`config.mk`:
```
export PLATFORM = sky130hd
export DESIGN_NAME = hazard_ctrl
export DESIGN_NICKNAME = d
export VERILOG_FILES = /design/src/rtl/riscv_pkg.sv /design/src/rtl/md_stall_fsm.sv /design/src/rtl/hazard_ctrl.sv
export SDC_FILE = /design/constraint.sdc
export NUM_CORES = 1
export LEC_CHECK = 0
export ABC_AREA = 0
export BUFFER_PORTS_ARGS = -buffer_cell sky130_fd_sc_hd__buf_2
export CAP_MARGIN = 20
export CORE_MARGIN = 3
export CORE_UTILIZATION = 35
export CTS_CLUSTER_SIZE = 40
export DETAILED_ROUTE_END_ITERATION = 12
export PLACE_DENSITY = 0.62
export REMOVE_ABC_BUFFERS = 1
export SYNTH_ARGS = -nofsm -noshare
export SYNTH_HDL_FRONTEND = slang
export SYNTH_SLANG_ARGS = --single-unit
```
`constraint.sdc`:
```
create_clock -name clk -period 5.65 [get_ports clk]
set_input_delay 0.2825 -clock clk [delete_from_list [all_inputs] [get_ports clk]]
set_output_delay 0.2825 -clock clk [all_outputs]
set_load 0.02 [all_outputs]
```
`src/rtl/riscv_pkg.sv`:
```
// riscv_pkg: encodings shared by the hazard unit and its mul/div stall FSM.
package riscv_pkg;

  // ALU operand mux selects
  localparam logic [1:0] FWD_RF  = 2'b00;
  localparam logic [1:0] FWD_WB  = 2'b01;
  localparam logic [1:0] FWD_MEM = 2'b10;

  // Mul/div stall FSM states
  localparam logic [0:0] ST_RUN     = 1'b0;
  localparam logic [0:0] ST_MD_WAIT = 1'b1;

  // R-type opcode with the M-extension funct7 marks a mul/div instruction
  localparam logic [6:0] OP_RTYPE   = 7'b0110011;
  localparam logic [6:0] F7_MULDIV  = 7'b0000001;

  function automatic logic is_muldiv(input logic [6:0] op, input logic [6:0] funct7);
    return (op == OP_RTYPE) && (funct7 == F7_MULDIV);
  endfunction

endpackage

```
`src/rtl/md_stall_fsm.sv`:
```
// md_stall_fsm: holds a mul/div in EX for MD_LATENCY cycles.
// The start cycle (still in RUN) already stalls, so the instruction occupies
// EX for one start cycle plus MD_LATENCY-1 wait cycles; the final wait cycle
// (counter==1) releases the pipeline and pulses md_done.
module md_stall_fsm
  import riscv_pkg::*;
#(
  parameter int MD_LATENCY = 32
) (
  input  logic       clk,
  input  logic       reset,
  input  logic [6:0] op_e,
  input  logic [6:0] funct7_e,
  output logic       md_stall,
  output logic       md_busy,
  output logic       md_done
);

  logic [0:0] state_q, state_d;
  logic [5:0] cnt_q, cnt_d;
  logic       md_start;

  // Next-state, counter and output decode; outputs forced quiet during reset
  always_comb begin
    md_start = is_muldiv(op_e, funct7_e);
    state_d  = state_q;
    cnt_d    = cnt_q;
    md_stall = 1'b0;
    md_busy  = 1'b0;
    md_done  = 1'b0;
    case (state_q)
      ST_RUN: begin
        if (md_start) begin
          state_d  = ST_MD_WAIT;
          cnt_d    = 6'(MD_LATENCY - 1);
          md_stall = 1'b1;
        end
      end
      ST_MD_WAIT: begin
        md_busy = 1'b1;
        cnt_d   = cnt_q - 6'd1;
        if (cnt_q == 6'd1) begin
          md_done = 1'b1;
          state_d = ST_RUN;
        end else begin
          md_stall = 1'b1;
        end
      end
      default: begin
        state_d = ST_RUN;
        cnt_d   = 6'd0;
      end
    endcase
    if (reset) begin
      md_stall = 1'b0;
      md_busy  = 1'b0;
      md_done  = 1'b0;
    end
  end

  // State and counter registers; reset abandons any operation in flight
  always_ff @(posedge clk) begin
    if (reset) begin
      state_q <= ST_RUN;
      cnt_q   <= 6'd0;
    end else begin
      state_q <= state_d;
      cnt_q   <= cnt_d;
    end
  end

endmodule

```
`src/rtl/hazard_ctrl.sv`:
```
// hazard_ctrl: forwarding, RAW/load-use stalls, branch flushes, mul/div stall
// and a free-running stall-cycle counter for the 5-stage pipeline.
// Build option HAZARD_FWD_EN: when defined, operands are forwarded from
// MEM/WB and only load-use stalls; when undefined, forwarding is off and any
// RAW dependency on EX/MEM/WB stalls decode instead.
module hazard_ctrl
  import riscv_pkg::*;
#(
  parameter int MD_LATENCY = 32
) (
  input  logic        clk,
  input  logic        reset,
  input  logic [4:0]  Rs1D,
  input  logic [4:0]  Rs2D,
  input  logic [4:0]  Rs1E,
  input  logic [4:0]  Rs2E,
  input  logic [4:0]  RdE,
  input  logic [6:0]  OpE,
  input  logic [6:0]  Funct7E,
  input  logic        RegWriteE,
  input  logic        LoadE,
  input  logic        PCSrcE,
  input  logic [4:0]  RdM,
  input  logic [4:0]  RdW,
  input  logic        RegWriteM,
  input  logic        RegWriteW,
  output logic [1:0]  ForwardAE,
  output logic [1:0]  ForwardBE,
  output logic        StallF,
  output logic        StallD,
  output logic        StallE,
  output logic        FlushD,
  output logic        FlushE,
  output logic        FlushM,
  output logic        MdBusy,
  output logic        MdDone,
  output logic [31:0] StallCount
);

  logic [1:0]  fwd_a, fwd_b;
  logic        haz_stall;
  logic        md_stall, md_busy, md_done, md_hold;
  logic [31:0] stall_count_q, stall_count_d;

  md_stall_fsm #(.MD_LATENCY(MD_LATENCY)) u_md_fsm (
    .clk      (clk),
    .reset    (reset),
    .op_e     (OpE),
    .funct7_e (Funct7E),
    .md_stall (md_stall),
    .md_busy  (md_busy),
    .md_done  (md_done)
  );

`ifdef HAZARD_FWD_EN
  logic unused_fwd_inputs;
  assign unused_fwd_inputs = RegWriteE;

  // MEM beats WB for forwarding; only loads force a decode stall
  always_comb begin
    fwd_a = FWD_RF;
    fwd_b = FWD_RF;
    if (RegWriteM && (RdM != 5'd0) && (Rs1E == RdM))      fwd_a = FWD_MEM;
    else if (RegWriteW && (RdW != 5'd0) && (Rs1E == RdW)) fwd_a = FWD_WB;
    if (RegWriteM && (RdM != 5'd0) && (Rs2E == RdM))      fwd_b = FWD_MEM;
    else if (RegWriteW && (RdW != 5'd0) && (Rs2E == RdW)) fwd_b = FWD_WB;
    haz_stall = LoadE && (RdE != 5'd0) && ((Rs1D == RdE) || (Rs2D == RdE));
  end
`else
  logic unused_fwd_inputs;
  assign unused_fwd_inputs = ^{Rs1E, Rs2E, LoadE};

  // No bypass paths: decode waits until every in-flight writer has retired
  always_comb begin
    fwd_a     = FWD_RF;
    fwd_b     = FWD_RF;
    haz_stall = ((Rs1D != 5'd0) &&
                 ((RegWriteE && (Rs1D == RdE)) ||
                  (RegWriteM && (Rs1D == RdM)) ||
                  (RegWriteW && (Rs1D == RdW)))) ||
                ((Rs2D != 5'd0) &&
                 ((RegWriteE && (Rs2D == RdE)) ||
                  (RegWriteM && (Rs2D == RdM)) ||
                  (RegWriteW && (Rs2D == RdW))));
  end
`endif

  assign md_hold = md_busy || md_stall;

  // Stall/flush arbitration: an active mul/div overrides hazards and branches
  always_comb begin
    ForwardAE = reset ? FWD_RF : fwd_a;
    ForwardBE = reset ? FWD_RF : fwd_b;
    StallF    = 1'b0;
    StallD    = 1'b0;
    StallE    = 1'b0;
    FlushD    = 1'b0;
    FlushE    = 1'b0;
    FlushM    = 1'b0;
    MdBusy    = md_busy;
    MdDone    = md_done;
    if (md_hold) begin
      StallF = md_stall;
      StallD = md_stall;
      StallE = md_stall;
      FlushM = md_stall;
    end else begin
      if (haz_stall) begin
        StallF = 1'b1;
        StallD = 1'b1;
        FlushE = 1'b1;
      end
      if (PCSrcE) begin
        FlushD = 1'b1;
        FlushE = 1'b1;
      end
    end
    if (reset) begin
      StallF = 1'b0;
      StallD = 1'b0;
      StallE = 1'b0;
      FlushD = 1'b0;
      FlushE = 1'b0;
      FlushM = 1'b0;
      MdBusy = 1'b0;
      MdDone = 1'b0;
    end
  end

  // Count fetch-stall cycles; the 32-bit add wraps naturally
  always_comb begin
    stall_count_d = stall_count_q + {31'd0, StallF};
  end

  // Stall counter register
  always_ff @(posedge clk) begin
    if (reset) stall_count_q <= 32'd0;
    else       stall_count_q <= stall_count_d;
  end

  assign StallCount = stall_count_q;

endmodule

```
==> report_table.html, run 1 <==
<table>
<tr><th>Metric</th><th>Value</th></tr>
<tr><th colspan="2">Synthesis</th></tr>
<tr><td>Synthesized cell area</td><td>~2300 um^2</td></tr>
<tr><td>Unique cell type count in the Yosys netlist</td><td>50</td></tr>
<tr><td>Sequential area share after synthesis</td><td>0.339</td></tr>
<tr><td>Flip-flop cell with the highest count after synthesis</td><td>sky130_fd_sc_hd__dfxtp_1</td></tr>
<tr><td>Synth warnings</td><td>0</td></tr>
<tr><td>Number of enable-type register cells in the synthesized netlist</td><td>0</td></tr>
<tr><td>Synthesized area per cell</td><td>8.42 um^2</td></tr>
<tr><td>Synthesized instance count</td><td>roughly 270</td></tr>
<tr><td>Flops &amp; latches, synth</td><td>39</td></tr>
<tr><td>Async set-or-reset flop fraction in the synthesized netlist</td><td>0</td></tr>
<tr><th colspan="2">Setup path</th></tr>
<tr><td>Cell type with the highest occurrence count on the critical path</td><td>sky130_fd_sc_hd__ha_1</td></tr>
<tr><td>Cell chain of the critical path</td><td>buf_2, nor4b_1, nand4b_1, nand2b_1, inv_1, a311oi_1, ha_1, ha_1, nand2_1, nor4_2, nand4_1, or3_1, a21oi_1</td></tr>
<tr><td>Reg-to-Reg End</td><td>StallCount[24]</td></tr>
<tr><td>Critical path type</td><td>in -&gt; reg</td></tr>
<tr><td>RR Startpoint</td><td>u_md_fsm.state_q</td></tr>
<tr><td>Largest stage delay on the critical path</td><td>0.46 ns</td></tr>
<tr><td>Maximum net fanout on the critical path</td><td>11</td></tr>
<tr><td>CP required</td><td>5.87 ns</td></tr>
<tr><td>Kind of end point of the critical path</td><td>flip-flop</td></tr>
<tr><td>Category of the worst setup path launch point</td><td>primary input</td></tr>
<tr><td>Critical path arrival</td><td>3.77 ns</td></tr>
<tr><td>Register-to-register path setup slack</td><td>2.11 ns</td></tr>
<tr><td>Logic depth of the worst register-to-register path</td><td>10</td></tr>
<tr><td>Slowest CP cell</td><td>sky130_fd_sc_hd__a311oi_1</td></tr>
<tr><th colspan="2">Power</th></tr>
<tr><td>Power density cells</td><td>~180 nW/um^2</td></tr>
<tr><td>Total power draw</td><td>0.523 mW</td></tr>
<tr><td>P_leak</td><td>1.14 nW</td></tr>
<tr><td>Worst VDD drop</td><td>~0.11 mV</td></tr>
<tr><th colspan="2">Timing</th></tr>
<tr><td>Measured slew at the worst slew-check pin</td><td>0.515 ns</td></tr>
<tr><td>Final hold violations</td><td>0</td></tr>
<tr><td>Period Utilization, post-route</td><td>0.628</td></tr>
<tr><td>Max-slew violation count</td><td>0</td></tr>
<tr><td>Max Fclk</td><td>282 MHz</td></tr>
<tr><td>Post-route clock skew</td><td>0.00440 ns</td></tr>
<tr><td>Max_slew headroom</td><td>0.654</td></tr>
<tr><td>Setup ws final</td><td>2.10 ns</td></tr>
<tr><td>Final Critical Period</td><td>3.55 ns</td></tr>
<tr><td>Final-report setup violation count</td><td>0</td></tr>
<tr><td>RSZ-0062 raised after global routing</td><td>false</td></tr>
<tr><td>Total negative slack</td><td>0 ns</td></tr>
<tr><th colspan="2">GRT</th></tr>
<tr><td>Number of global-route vias before repair</td><td>1910</td></tr>
<tr><td>Pin count of the biggest net entering global routing</td><td>45</td></tr>
<tr><td>Wire length of the first global-routing pass</td><td>roughly 8500 um</td></tr>
<tr><td>Total overflow reported by the global router</td><td>0</td></tr>
<tr><td>All-Layer GR Usage</td><td>0.137</td></tr>
<tr><td>Number of antenna violations at the first check in global routing</td><td>0</td></tr>
<tr><th colspan="2">Hold path</th></tr>
<tr><td>Worst hold stages</td><td>4</td></tr>
<tr><td>Beginning of the worst hold path</td><td>Funct7E[4]</td></tr>
<tr><td>End point of the worst hold path</td><td>u_md_fsm.cnt_q[1]</td></tr>
<tr><td>Worst hold path class</td><td>in -&gt; reg</td></tr>
<tr><th colspan="2">Clocking</th></tr>
<tr><td>Setup repair bufs after CTS</td><td>0</td></tr>
<tr><td>CTS Root Cell</td><td>sky130_fd_sc_hd__clkbuf_8</td></tr>
<tr><td>Number of buffers on the longest clock path</td><td>2</td></tr>
<tr><td>CTS-repair resized insts</td><td>0</td></tr>
<tr><td>Maximum level of the CTS H-tree</td><td>2</td></tr>
<tr><td>Number of buffers inserted during clock tree synthesis</td><td>5</td></tr>
<tr><td>Post-CTS Hold Buffers</td><td>0</td></tr>
<tr><td>Clock tree from TritonCTS</td><td>built</td></tr>
<tr><td>Clock slew seen by the registers of the worst setup and hold paths</td><td>~0.070 ns</td></tr>
<tr><td>Clock sink count</td><td>39</td></tr>
<tr><td>Clock Latency Late Sink</td><td>approximately 0.29 ns</td></tr>
<tr><th colspan="2">Layout</th></tr>
<tr><td>Final-stage net count</td><td>414</td></tr>
<tr><td>N_diodes</td><td>0</td></tr>
<tr><td>Area of all placed cells without fillers</td><td>2830 um^2</td></tr>
<tr><td>Count of filler cells inserted in the layout</td><td>609</td></tr>
<tr><td>Reg area</td><td>781 um^2</td></tr>
<tr><td>Area delta synth-&gt;final</td><td>23.1%</td></tr>
<tr><td>Leading cell type in the layout, fill and taps excluded</td><td>sky130_fd_sc_hd__buf_2</td></tr>
<tr><td>Commonest cells after routing, fill and taps aside</td><td>sky130_fd_sc_hd__buf_2 (84), sky130_fd_sc_hd__dfxtp_1 (39), sky130_fd_sc_hd__xnor2_1 (35)</td></tr>
<tr><td>Area occupied by multi-input gates</td><td>between 1000 and 1500 um^2</td></tr>
<tr><td>Layout cells sized above 1</td><td>0.285</td></tr>
<tr><th colspan="2">Floorplan</th></tr>
<tr><td>Area of the placeable core</td><td>around 6000 um^2</td></tr>
<tr><td>Area of the die</td><td>7580 um^2</td></tr>
<tr><td>Count of boundary I/O pins</td><td>100</td></tr>
<tr><td>Initial core utilization</td><td>0.375</td></tr>
<tr><td>Row cnt</td><td>28</td></tr>
<tr><td>Die Height</td><td>a little under 90 um</td></tr>
<tr><td>Overall die width</td><td>around 87 um</td></tr>
<tr><th colspan="2">Place</th></tr>
<tr><td>Post-Place Worst Slack</td><td>approximately 1.7 ns</td></tr>
<tr><td>Number of buffers inserted by port buffering</td><td>84</td></tr>
<tr><td>Last weighted congestion value of the routability-driven placer</td><td>0.785</td></tr>
<tr><td>Post-Place Cell Area</td><td>2750 um^2</td></tr>
<tr><td>Detailed Place HPWL</td><td>4160 um</td></tr>
<tr><th colspan="2">Route</th></tr>
<tr><td>Post-route ant nets</td><td>0</td></tr>
<tr><td>Met3 wire len</td><td>399 um</td></tr>
<tr><td>Wire length reported by the detailed router</td><td>5310 um</td></tr>
<tr><td>Top metal layer carrying routed signals</td><td>met4</td></tr>
<tr><td>Met1 Routed Length</td><td>2400 um</td></tr>
<tr><td>DR WL/cell</td><td>12.4 um</td></tr>
<tr><td>Avg Vias per Cell</td><td>roughly 5</td></tr>
<tr><td>Number of optimization iterations in the first detailed-route pass</td><td>4</td></tr>
<tr><td>Met2 routed WL</td><td>2430 um</td></tr>
<tr><td>Number of DRC markers after the initial detailed-route iteration</td><td>42</td></tr>
<tr><td>Via count</td><td>2153</td></tr>
<tr><td>Remaining routing DRC violations</td><td>0</td></tr>
<tr><th colspan="2">Run</th></tr>
<tr><td>Max_cap viols</td><td>0</td></tr>
<tr><th colspan="2">Status</th></tr>
<tr><td>Outcome</td><td>complete, no violations</td></tr>
</table>
## kinds of logic after synthesis
logic type | share of synthesized area
simple gates | 0.289
xor+xnor | 0.179
compound gates | 0.115
flops | 0.339
buf+inv | 0.0533
fa+ha+maj | 0.0218
other cells | 0.00163
## layer usage
metal / vias to the layer above / GRT usage
li1: 1112 / -
met5: - / 0
met4: 0 / 0.0425
met1: 966 / 0.178
met2: 68 / 0.225
met3: 7 / 0.0331
## synthesized netlist by cell type (3+ instances only)
cell type | number | share of area
sky130_fd_sc_hd__nand2_1 | 19 | 0.031
sky130_fd_sc_hd__or4_1 | 3 | 0.0098
sky130_fd_sc_hd__nand4_1 | 11 | 0.030
sky130_fd_sc_hd__nor2b_1 | 3 | 0.0082
sky130_fd_sc_hd__dfxtp_1 | 39 | 0.34
sky130_fd_sc_hd__o21ai_1 | 5 | 0.011
sky130_fd_sc_hd__buf_4 | 6 | 0.020
sky130_fd_sc_hd__xor2_1 | 12 | 0.046
sky130_fd_sc_hd__ha_1 | 4 | 0.022
sky130_fd_sc_hd__a311oi_1 | 3 | 0.011
sky130_fd_sc_hd__nor3_1 | 4 | 0.0087
sky130_fd_sc_hd__xnor2_1 | 35 | 0.13
sky130_fd_sc_hd__nor2_1 | 31 | 0.051
sky130_fd_sc_hd__nand3_1 | 9 | 0.020
sky130_fd_sc_hd__inv_1 | 8 | 0.013
sky130_fd_sc_hd__o21ai_0 | 8 | 0.017
sky130_fd_sc_hd__or3_1 | 12 | 0.033
sky130_fd_sc_hd__a21oi_1 | 16 | 0.035
sky130_fd_sc_hd__nor3b_1 | 3 | 0.0098
sky130_fd_sc_hd__clkbuf_1 | 6 | 0.0098
## critical path: cells and delay by family
kind / cells / cell delay (ns)
compound gates: 2 / 0.61
buf+inv: 2 / 0.21
fa+ha+maj: 2 / 0.53
simple gates: 7 / 2.12
## worst max path at each step
stage | start | to | cells past startpoint
finish | OpE[3] | StallCount[24] | 13
global route | OpE[3] | StallCount[30] | 13
CTS | OpE[3] | StallCount[24] | 13
detailed placement | OpE[3] | StallCount[24] | 13
global placement | OpE[3] | StallCount[28] | 13
floorplan | OpE[3] | StallCount[28] | 12
## where the power goes
part	switching, mW	internal [mW]
clock network	0.0955	0.0867
logic	0.0340	0.0312
registers	0.000317	0.275
total	0.130	0.393
## through the flow
stage               hold slack, ns  instances   util
detailed placement           0.482        422  0.448
floorplan                    0.352        262      -
CTS                          0.397        430  0.462
finish                       0.397        430  0.462
global placement             0.462        422  0.448
global route                 0.414        430  0.462
## layout make-up
class | count | area share
multi-input combinational | 214 | 0.497
sequential | 39 | 0.276
timing repair buffer | 85 | 0.151
tap | 75 | 0.0332
clock buffer | 7 | 0.0270
inverter | 9 | 0.0137
clock inverter | 1 | 0.00177
## registers in the layout (all words and copies together) (netlist names)
name and cells:
u_md_fsm.cnt_q 6, StallCount 32, u_md_fsm.state_q 1
Power figures use the tool's default switching activity.
==> run 2, diff against run 1 <==
- PLACE_DENSITY: 0.62 -> 0.64
- clock period: 5.65 -> 3.26 ns (I/O delays scaled with it)
==> run 2 against run 1 <==
  * Combinational power rose by 76%
  * Clock skew about the same
  * Utilization grew 1.2 points
  * Via count grew 1.8%
  * Final cell count increased by 1.6%
  * Total power increased by 81%
  * Largest cell class unchanged
==> report_table.html, run 2 (synthesized netlist as in run 1, its figures left out) <==
<table>
<tr><th>Metric</th><th>Value</th></tr>
<tr><th colspan="2">Status</th></tr>
<tr><td>Outcome</td><td>complete, no violations</td></tr>
<tr><th colspan="2">Clocking</th></tr>
<tr><td>Clock slew seen by the registers of the worst setup and hold paths</td><td>0.07 ns</td></tr>
<tr><td>Clock sink count</td><td>39</td></tr>
<tr><td>CTS Root Cell</td><td>sky130_fd_sc_hd__clkbuf_8</td></tr>
<tr><td>Clock tree from TritonCTS</td><td>built</td></tr>
<tr><td>Maximum level of the CTS H-tree</td><td>2</td></tr>
<tr><td>CTS-repair resized insts</td><td>0</td></tr>
<tr><td>Clock Latency Late Sink</td><td>0.28 ns</td></tr>
<tr><td>Number of buffers on the longest clock path</td><td>2</td></tr>
<tr><td>Setup repair bufs after CTS</td><td>0</td></tr>
<tr><td>Number of buffers inserted during clock tree synthesis</td><td>5</td></tr>
<tr><td>Post-CTS Hold Buffers</td><td>0</td></tr>
<tr><th colspan="2">Layout</th></tr>
<tr><td>Number of flip-flops under the largest register name</td><td>32</td></tr>
<tr><td>Area delta synth-&gt;final</td><td>26.2%</td></tr>
<tr><td>N_diodes</td><td>0</td></tr>
<tr><td>Count of filler cells inserted in the layout</td><td>620</td></tr>
<tr><td>Reg area</td><td>781 um^2</td></tr>
<tr><td>Commonest cells after routing, fill and taps aside</td><td>sky130_fd_sc_hd__buf_2 (84), sky130_fd_sc_hd__dfxtp_1 (39), sky130_fd_sc_hd__xnor2_1 (35)</td></tr>
<tr><td>Area occupied by multi-input gates</td><td>between 1000 and 1500 um^2</td></tr>
<tr><td>Layout cells sized above 1</td><td>0.301</td></tr>
<tr><td>Layout Cells excl Fill</td><td>437</td></tr>
<tr><td>Final-stage net count</td><td>roughly 420</td></tr>
<tr><td>Post-Route Utilization</td><td>0.473</td></tr>
<tr><td>Leading cell type in the layout, fill and taps excluded</td><td>sky130_fd_sc_hd__buf_2</td></tr>
<tr><th colspan="2">Setup path</th></tr>
<tr><td>RR Startpoint</td><td>u_md_fsm.cnt_q[1]</td></tr>
<tr><td>CP required</td><td>3.47 ns</td></tr>
<tr><td>Category of the worst setup path launch point</td><td>flip-flop</td></tr>
<tr><td>Critical path arrival</td><td>around 3.1 ns</td></tr>
<tr><td>Logic depth of the worst register-to-register path</td><td>12</td></tr>
<tr><td>Kind of end point of the critical path</td><td>flip-flop</td></tr>
<tr><td>Critical path type</td><td>reg -&gt; reg</td></tr>
<tr><td>Register-to-register path setup slack</td><td>0.36 ns</td></tr>
<tr><td>Maximum net fanout on the critical path</td><td>4</td></tr>
<tr><td>Reg-to-Reg End</td><td>StallCount[14]</td></tr>
<tr><th colspan="2">GRT</th></tr>
<tr><td>Number of antenna violations at the first check in global routing</td><td>0</td></tr>
<tr><td>Pin count of the biggest net entering global routing</td><td>44</td></tr>
<tr><td>Total overflow reported by the global router</td><td>0</td></tr>
<tr><td>Number of global-route vias before repair</td><td>2093</td></tr>
<tr><td>Wire length of the first global-routing pass</td><td>9030 um</td></tr>
<tr><td>All-Layer GR Usage</td><td>0.144</td></tr>
<tr><th colspan="2">Floorplan</th></tr>
<tr><td>Initial core utilization</td><td>0.375</td></tr>
<tr><td>Area of the die</td><td>7580 um^2</td></tr>
<tr><td>Die Height</td><td>just under 90 um</td></tr>
<tr><td>Row cnt</td><td>28</td></tr>
<tr><td>Area of the placeable core</td><td>roughly 6100 um^2</td></tr>
<tr><td>Overall die width</td><td>87.1 um</td></tr>
<tr><td>Count of boundary I/O pins</td><td>100</td></tr>
<tr><th colspan="2">Route</th></tr>
<tr><td>Number of DRC markers after the initial detailed-route iteration</td><td>74</td></tr>
<tr><td>Post-route ant nets</td><td>0</td></tr>
<tr><td>DR WL/cell</td><td>between 10 and 15 um</td></tr>
<tr><td>Avg Vias per Cell</td><td>~5.0</td></tr>
<tr><td>Number of optimization iterations in the first detailed-route pass</td><td>4</td></tr>
<tr><td>Remaining routing DRC violations</td><td>0</td></tr>
<tr><td>Via count</td><td>2192</td></tr>
<tr><td>Wire length reported by the detailed router</td><td>5360 um</td></tr>
<tr><th colspan="2">Place</th></tr>
<tr><td>Detailed Place HPWL</td><td>4240 um</td></tr>
<tr><td>Number of buffers inserted by port buffering</td><td>84</td></tr>
<tr><td>Post-Place Cells</td><td>429</td></tr>
<tr><td>Last weighted congestion value of the routability-driven placer</td><td>0.860</td></tr>
<tr><th colspan="2">Timing</th></tr>
<tr><td>Measured slew at the worst slew-check pin</td><td>0.487 ns</td></tr>
<tr><td>Post-route clock skew</td><td>~0.0047 ns</td></tr>
<tr><td>Max_slew headroom</td><td>0.671</td></tr>
<tr><td>Max Fclk</td><td>345 MHz</td></tr>
<tr><td>Final Critical Period</td><td>2.90 ns</td></tr>
<tr><td>Final hold violations</td><td>0</td></tr>
<tr><td>RSZ-0062 raised after global routing</td><td>false</td></tr>
<tr><td>Period Utilization, post-route</td><td>0.889</td></tr>
<tr><td>Max-slew violation count</td><td>0</td></tr>
<tr><td>Final-report setup violation count</td><td>0</td></tr>
<tr><th colspan="2">Power</th></tr>
<tr><td>Power density cells</td><td>326 nW/um^2</td></tr>
<tr><td>P_leak</td><td>1.18 nW</td></tr>
<tr><td>Worst VDD drop</td><td>roughly 0.18 mV</td></tr>
<tr><td>Total power draw</td><td>0.947 mW</td></tr>
<tr><th colspan="2">Hold path</th></tr>
<tr><td>Worst hold path class</td><td>in -&gt; reg</td></tr>
<tr><td>Worst hold stages</td><td>4</td></tr>
<tr><td>End point of the worst hold path</td><td>u_md_fsm.cnt_q[1]</td></tr>
<tr><td>Beginning of the worst hold path</td><td>Funct7E[2]</td></tr>
<tr><th colspan="2">Run</th></tr>
<tr><td>Max_cap viols</td><td>0</td></tr>
</table>
==> run 2: changes by cell type in the layout (fill, tap and decap cells not counted), sizes merged <==
cell    previous run  this run
clkinv             1         0
clkbuf             7         8
buf               85        92
==> run 2: worst max path at each step <==
| stage | cells after the start | startpoint | endpoint |
|---|---|---|---|
| after floorplan | 12 | OpE[3] | StallCount[28] |
| after global placement | 13 | Rs2D[3] | StallCount[14] |
| after detailed placement | 13 | OpE[3] | StallCount[14] |
| after CTS | 13 | OpE[3] | StallCount[14] |
| after global routing | 13 | OpE[3] | StallCount[14] |
| final | 12 | u_md_fsm.cnt_q[1] | StallCount[14] |
==> run 2: layout make-up <==
type	instances	share of cell area
multi-input cells	214	0.485
flip-flops and latches	39	0.269
well taps	75	0.0323
repair buffers	92	0.166
inverters	9	0.0134
clock buffers	8	0.0345
==> run 2: power breakdown <==
part | switching [mW] | internal [mW] | total, mW
Sequential | 0.000487 | 0.477 | 0.477
Clock | 0.161 | 0.193 | 0.355
Combinational | 0.0597 | 0.0549 | 0.115
==> run 2: critical path: stages, from the launching register on <==
cell	delay, ns
sky130_fd_sc_hd__dfxtp_1	0.36
sky130_fd_sc_hd__inv_1	0.07
sky130_fd_sc_hd__ha_1	0.18
sky130_fd_sc_hd__nand3b_1	0.08
sky130_fd_sc_hd__nor3b_1	0.07
sky130_fd_sc_hd__a311oi_1	0.35
sky130_fd_sc_hd__ha_1	0.27
sky130_fd_sc_hd__ha_1	0.23
sky130_fd_sc_hd__nand2_1	0.10
sky130_fd_sc_hd__or2_1	0.29
sky130_fd_sc_hd__or3_1	0.38
sky130_fd_sc_hd__or3_1	0.31
sky130_fd_sc_hd__a21oi_1	0.13
==> run 2: per-layer routing <==
layer,wire [um],GRT usage
met4,63,0.0382
met2,2400,0.240
met5,0,0
met3,429,0.0378
met1,2460,0.184
==> run 2: per-stage QoR <==
| step | hold slack, ns | cell area, um^2 | setup TNS (ns) | setup WS, ns |
|---|---|---|---|---|
| 2_1_floorplan | 0.232 | 2230 | -6.13 | -0.594 |
| 3_3_place_gp | 0.468 | 2800 | 0 | 0.0778 |
| 3_5_place_dp | 0.475 | 2800 | 0 | 0.00673 |
| 4_1_cts | 0.306 | 2900 | 0 | 0.293 |
| 5_1_grt | 0.359 | 2900 | 0 | 0.0765 |
| 6_report | 0.304 | 2900 | 0 | 0.361 |
==> run 3, diff against run 2 <==
- PLACE_DENSITY: 0.64 -> 0.62
- clock period: 3.26 -> 3.4 ns (I/O delays scaled with it)
==> run 3 against run 2 <==
  * Largest cell class unchanged
  * Register-to-register slack improved by 0.16 ns
  * Via count fell by 0.82%
  * Total power rose by 2.5%
  * Worst hold slack got worse by 0.0017 ns
  * Critical endpoint unchanged
  * Clock-buffer cell count fell by 2
  * Die area did not move
  * Critical path type is now in -> reg
  * Final cell count fell by 0.23%
  * Utilization rose by 0.082 points
  * Largest power group unchanged
  * Clock power rose by 14%
  * Worst setup slack improved by 0.079 ns
  * Highest routed layer unchanged
==> report_table.html, run 3 (synthesized netlist as in run 1, its figures left out) <==
<table>
<tr><th>Metric</th><th>Value</th></tr>
<tr><th colspan="2">Hold path</th></tr>
<tr><td>Worst hold stages</td><td>4</td></tr>
<tr><td>Beginning of the worst hold path</td><td>Funct7E[4]</td></tr>
<tr><td>End point of the worst hold path</td><td>u_md_fsm.cnt_q[1]</td></tr>
<tr><td>Worst hold path class</td><td>in -&gt; reg</td></tr>
<tr><th colspan="2">GRT</th></tr>
<tr><td>Total overflow reported by the global router</td><td>0</td></tr>
<tr><td>All-Layer GR Usage</td><td>0.145</td></tr>
<tr><td>Number of global-route vias before repair</td><td>between 2000 and 2500</td></tr>
<tr><td>Number of antenna violations at the first check in global routing</td><td>0</td></tr>
<tr><td>Pin count of the biggest net entering global routing</td><td>44</td></tr>
<tr><td>Wire length of the first global-routing pass</td><td>9040 um</td></tr>
<tr><th colspan="2">Power</th></tr>
<tr><td>Combinational fraction of design power</td><td>0.112</td></tr>
<tr><td>Switching portion of total power</td><td>0.230</td></tr>
<tr><td>Total power draw</td><td>0.970 mW</td></tr>
<tr><td>Clk pwr share</td><td>0.416</td></tr>
<tr><td>Worst VDD drop</td><td>0.203 mV</td></tr>
<tr><td>Power density cells</td><td>between 300 and 400 nW/um^2</td></tr>
<tr><td>Switching Power</td><td>~0.22 mW</td></tr>
<tr><td>Sequential share of power</td><td>0.472</td></tr>
<tr><td>Internal power</td><td>~0.75 mW</td></tr>
<tr><td>P_leak</td><td>1.18 nW</td></tr>
<tr><th colspan="2">Timing</th></tr>
<tr><td>RSZ-0062 raised after global routing</td><td>false</td></tr>
<tr><td>Max_slew headroom</td><td>0.650</td></tr>
<tr><td>Final-report setup violation count</td><td>0</td></tr>
<tr><td>Period Utilization, post-route</td><td>0.871</td></tr>
<tr><td>Final hold violations</td><td>0</td></tr>
<tr><td>Max Fclk</td><td>338 MHz</td></tr>
<tr><td>Post-route clock skew</td><td>0.0109 ns</td></tr>
<tr><td>Max-slew violation count</td><td>0</td></tr>
<tr><td>Measured slew at the worst slew-check pin</td><td>between 0.5 and 0.6 ns</td></tr>
<tr><td>Final Critical Period</td><td>2.96 ns</td></tr>
<tr><th colspan="2">Layout</th></tr>
<tr><td>Count of filler cells inserted in the layout</td><td>around 630</td></tr>
<tr><td>Reg area</td><td>781 um^2</td></tr>
<tr><td>Area occupied by multi-input gates</td><td>~1400 um^2</td></tr>
<tr><td>Leading cell type in the layout, fill and taps excluded</td><td>sky130_fd_sc_hd__buf_2</td></tr>
<tr><td>Number of flip-flops under the largest register name</td><td>32</td></tr>
<tr><td>Area delta synth-&gt;final</td><td>26.4%</td></tr>
<tr><td>Area of all placed cells without fillers</td><td>2910 um^2</td></tr>
<tr><td>Final-stage net count</td><td>419</td></tr>
<tr><td>Layout cells sized above 1</td><td>0.300</td></tr>
<tr><td>Commonest cells after routing, fill and taps aside</td><td>sky130_fd_sc_hd__buf_2 (84), sky130_fd_sc_hd__dfxtp_1 (39), sky130_fd_sc_hd__xnor2_1 (35)</td></tr>
<tr><th colspan="2">Floorplan</th></tr>
<tr><td>Count of boundary I/O pins</td><td>100</td></tr>
<tr><td>Area of the placeable core</td><td>6130 um^2</td></tr>
<tr><td>Overall die width</td><td>87.1 um</td></tr>
<tr><td>Initial core utilization</td><td>0.375</td></tr>
<tr><td>Row cnt</td><td>28</td></tr>
<tr><td>Die Height</td><td>just under 90 um</td></tr>
<tr><td>Area of the die</td><td>between 7000 and 8000 um^2</td></tr>
<tr><th colspan="2">Setup path</th></tr>
<tr><td>Logic depth of the worst register-to-register path</td><td>12</td></tr>
<tr><td>RR Startpoint</td><td>u_md_fsm.cnt_q[1]</td></tr>
<tr><td>Largest stage delay on the critical path</td><td>0.39 ns</td></tr>
<tr><td>Critical path arrival</td><td>3.18 ns</td></tr>
<tr><td>Reg-to-Reg End</td><td>StallCount[14]</td></tr>
<tr><td>Maximum net fanout on the critical path</td><td>6</td></tr>
<tr><td>Category of the worst setup path launch point</td><td>primary input</td></tr>
<tr><td>Register-to-register path setup slack</td><td>0.52 ns</td></tr>
<tr><td>Slowest CP cell</td><td>sky130_fd_sc_hd__or3_1</td></tr>
<tr><td>Cell chain of the critical path</td><td>buf_2, nor4b_1, nand4b_1, nand2b_1, inv_1, a311oi_1, ha_1, ha_1, nand2_1, or2_1, or3_1, or3_1, a21oi_1</td></tr>
<tr><td>Kind of end point of the critical path</td><td>flip-flop</td></tr>
<tr><td>Critical path type</td><td>in -&gt; reg</td></tr>
<tr><td>Number of buffers and inverters on the critical path</td><td>2</td></tr>
<tr><td>Cell family with the largest share of critical-path delay</td><td>simple AND/OR/NAND/NOR gates</td></tr>
<tr><td>CP required</td><td>3.62 ns</td></tr>
<tr><th colspan="2">Route</th></tr>
<tr><td>Number of DRC markers after the initial detailed-route iteration</td><td>49</td></tr>
<tr><td>Post-route ant nets</td><td>0</td></tr>
<tr><td>Via count</td><td>2174</td></tr>
<tr><td>Number of optimization iterations in the first detailed-route pass</td><td>4</td></tr>
<tr><td>DR WL/cell</td><td>12.2 um</td></tr>
<tr><td>Avg Vias per Cell</td><td>roughly 5.0</td></tr>
<tr><td>Remaining routing DRC violations</td><td>0</td></tr>
<tr><td>Wire length reported by the detailed router</td><td>roughly 5300 um</td></tr>
<tr><th colspan="2">Clocking</th></tr>
<tr><td>Clock sink count</td><td>39</td></tr>
<tr><td>Post-CTS Hold Buffers</td><td>0</td></tr>
<tr><td>Clock tree from TritonCTS</td><td>built</td></tr>
<tr><td>Clock slew seen by the registers of the worst setup and hold paths</td><td>around 0.08 ns</td></tr>
<tr><td>Number of buffers inserted during clock tree synthesis</td><td>5</td></tr>
<tr><td>Maximum level of the CTS H-tree</td><td>2</td></tr>
<tr><td>CTS-repair resized insts</td><td>0</td></tr>
<tr><td>Clock Latency Late Sink</td><td>0.29 ns</td></tr>
<tr><td>Number of buffers on the longest clock path</td><td>2</td></tr>
<tr><td>CTS Root Cell</td><td>sky130_fd_sc_hd__clkbuf_8</td></tr>
<tr><td>Setup repair bufs after CTS</td><td>0</td></tr>
<tr><th colspan="2">Place</th></tr>
<tr><td>Post-Place Cell Area</td><td>2790 um^2</td></tr>
<tr><td>Last weighted congestion value of the routability-driven placer</td><td>between 0.8 and 0.9</td></tr>
<tr><td>Detailed Place HPWL</td><td>4240 um</td></tr>
<tr><td>Number of buffers inserted by port buffering</td><td>84</td></tr>
<tr><th colspan="2">Status</th></tr>
<tr><td>Outcome</td><td>complete, no violations</td></tr>
<tr><th colspan="2">Run</th></tr>
<tr><td>Max_cap viols</td><td>0</td></tr>
</table>
==> run 3: final cells by class <==
class                      count  share of cell area
clock buffer                   6              0.0284
inverter                       9              0.0133
antenna                        1            0.000861
multi-input combinational    214               0.484
clock inverter                 2              0.0121
tap                           75              0.0323
timing repair buffer          90               0.160
sequential                    39               0.269
==> run 3: power by group through the flow <==
stage,Combinational [mW],Sequential [mW],Clock [mW]
2_1_floorplan,0.0517,0.469,0
3_3_place_gp,0.109,0.468,0
3_5_place_dp,0.110,0.468,0
4_1_cts,0.110,0.458,0.414
5_1_grt,0.121,0.458,0.437
6_report,0.109,0.458,0.403
==> run 3: how the worst max path moves through the flow <==
stage | slack [ns] | to | from | cells after the start
after floorplan | -0.46 | StallCount[28] | OpE[3] | 12
after global placement | 0.09 | StallCount[14] | OpE[3] | 13
after detailed placement | 0.06 | StallCount[14] | OpE[3] | 13
after CTS | 0.35 | StallCount[14] | OpE[3] | 13
after global routing | 0.12 | StallCount[14] | OpE[3] | 13
final | 0.44 | StallCount[14] | OpE[3] | 13
==> run 3: worst reg2reg max path, stage by stage (launching register included) <==
cell                       delay, ns
sky130_fd_sc_hd__dfxtp_1        0.35
sky130_fd_sc_hd__inv_1          0.06
sky130_fd_sc_hd__ha_1           0.18
sky130_fd_sc_hd__nand3b_1       0.08
sky130_fd_sc_hd__nor3b_1        0.07
sky130_fd_sc_hd__a311oi_1       0.36
sky130_fd_sc_hd__ha_1           0.28
sky130_fd_sc_hd__ha_1           0.22
sky130_fd_sc_hd__nand2_1        0.10
sky130_fd_sc_hd__or2_1          0.29
sky130_fd_sc_hd__or3_1          0.39
sky130_fd_sc_hd__or3_1          0.32
sky130_fd_sc_hd__a21oi_1        0.14
==> run 3: layer usage <==
layer / wire length, um / share of wire / up-vias / global-route usage
li1: - / - / 1122 / -
met1: 2380 / 0.45 / 973 / 0.180
met2: 2460 / 0.46 / 71 / 0.243
met3: 400 / 0.075 / 8 / 0.0388
met4: 81 / 0.015 / 0 / 0.0467
met5: 0 / 0 / - / 0
==> run 3: stage by stage <==
| stage | utilization | worst slack [ns] | std cells | hold WS [ns] | TNS, ns |
|---|---|---|---|---|---|
| CTS | 0.474 | 0.346 | 435 | 0.300 | 0 |
| floorplan | - | -0.461 | 262 | 0.239 | -3.84 |
| detailed placement | 0.454 | 0.0618 | 427 | 0.475 | 0 |
| finish | 0.474 | 0.440 | 436 | 0.303 | 0 |
| global route | 0.474 | 0.120 | 435 | 0.323 | 0 |
| global placement | 0.454 | 0.0923 | 427 | 0.462 | 0 |
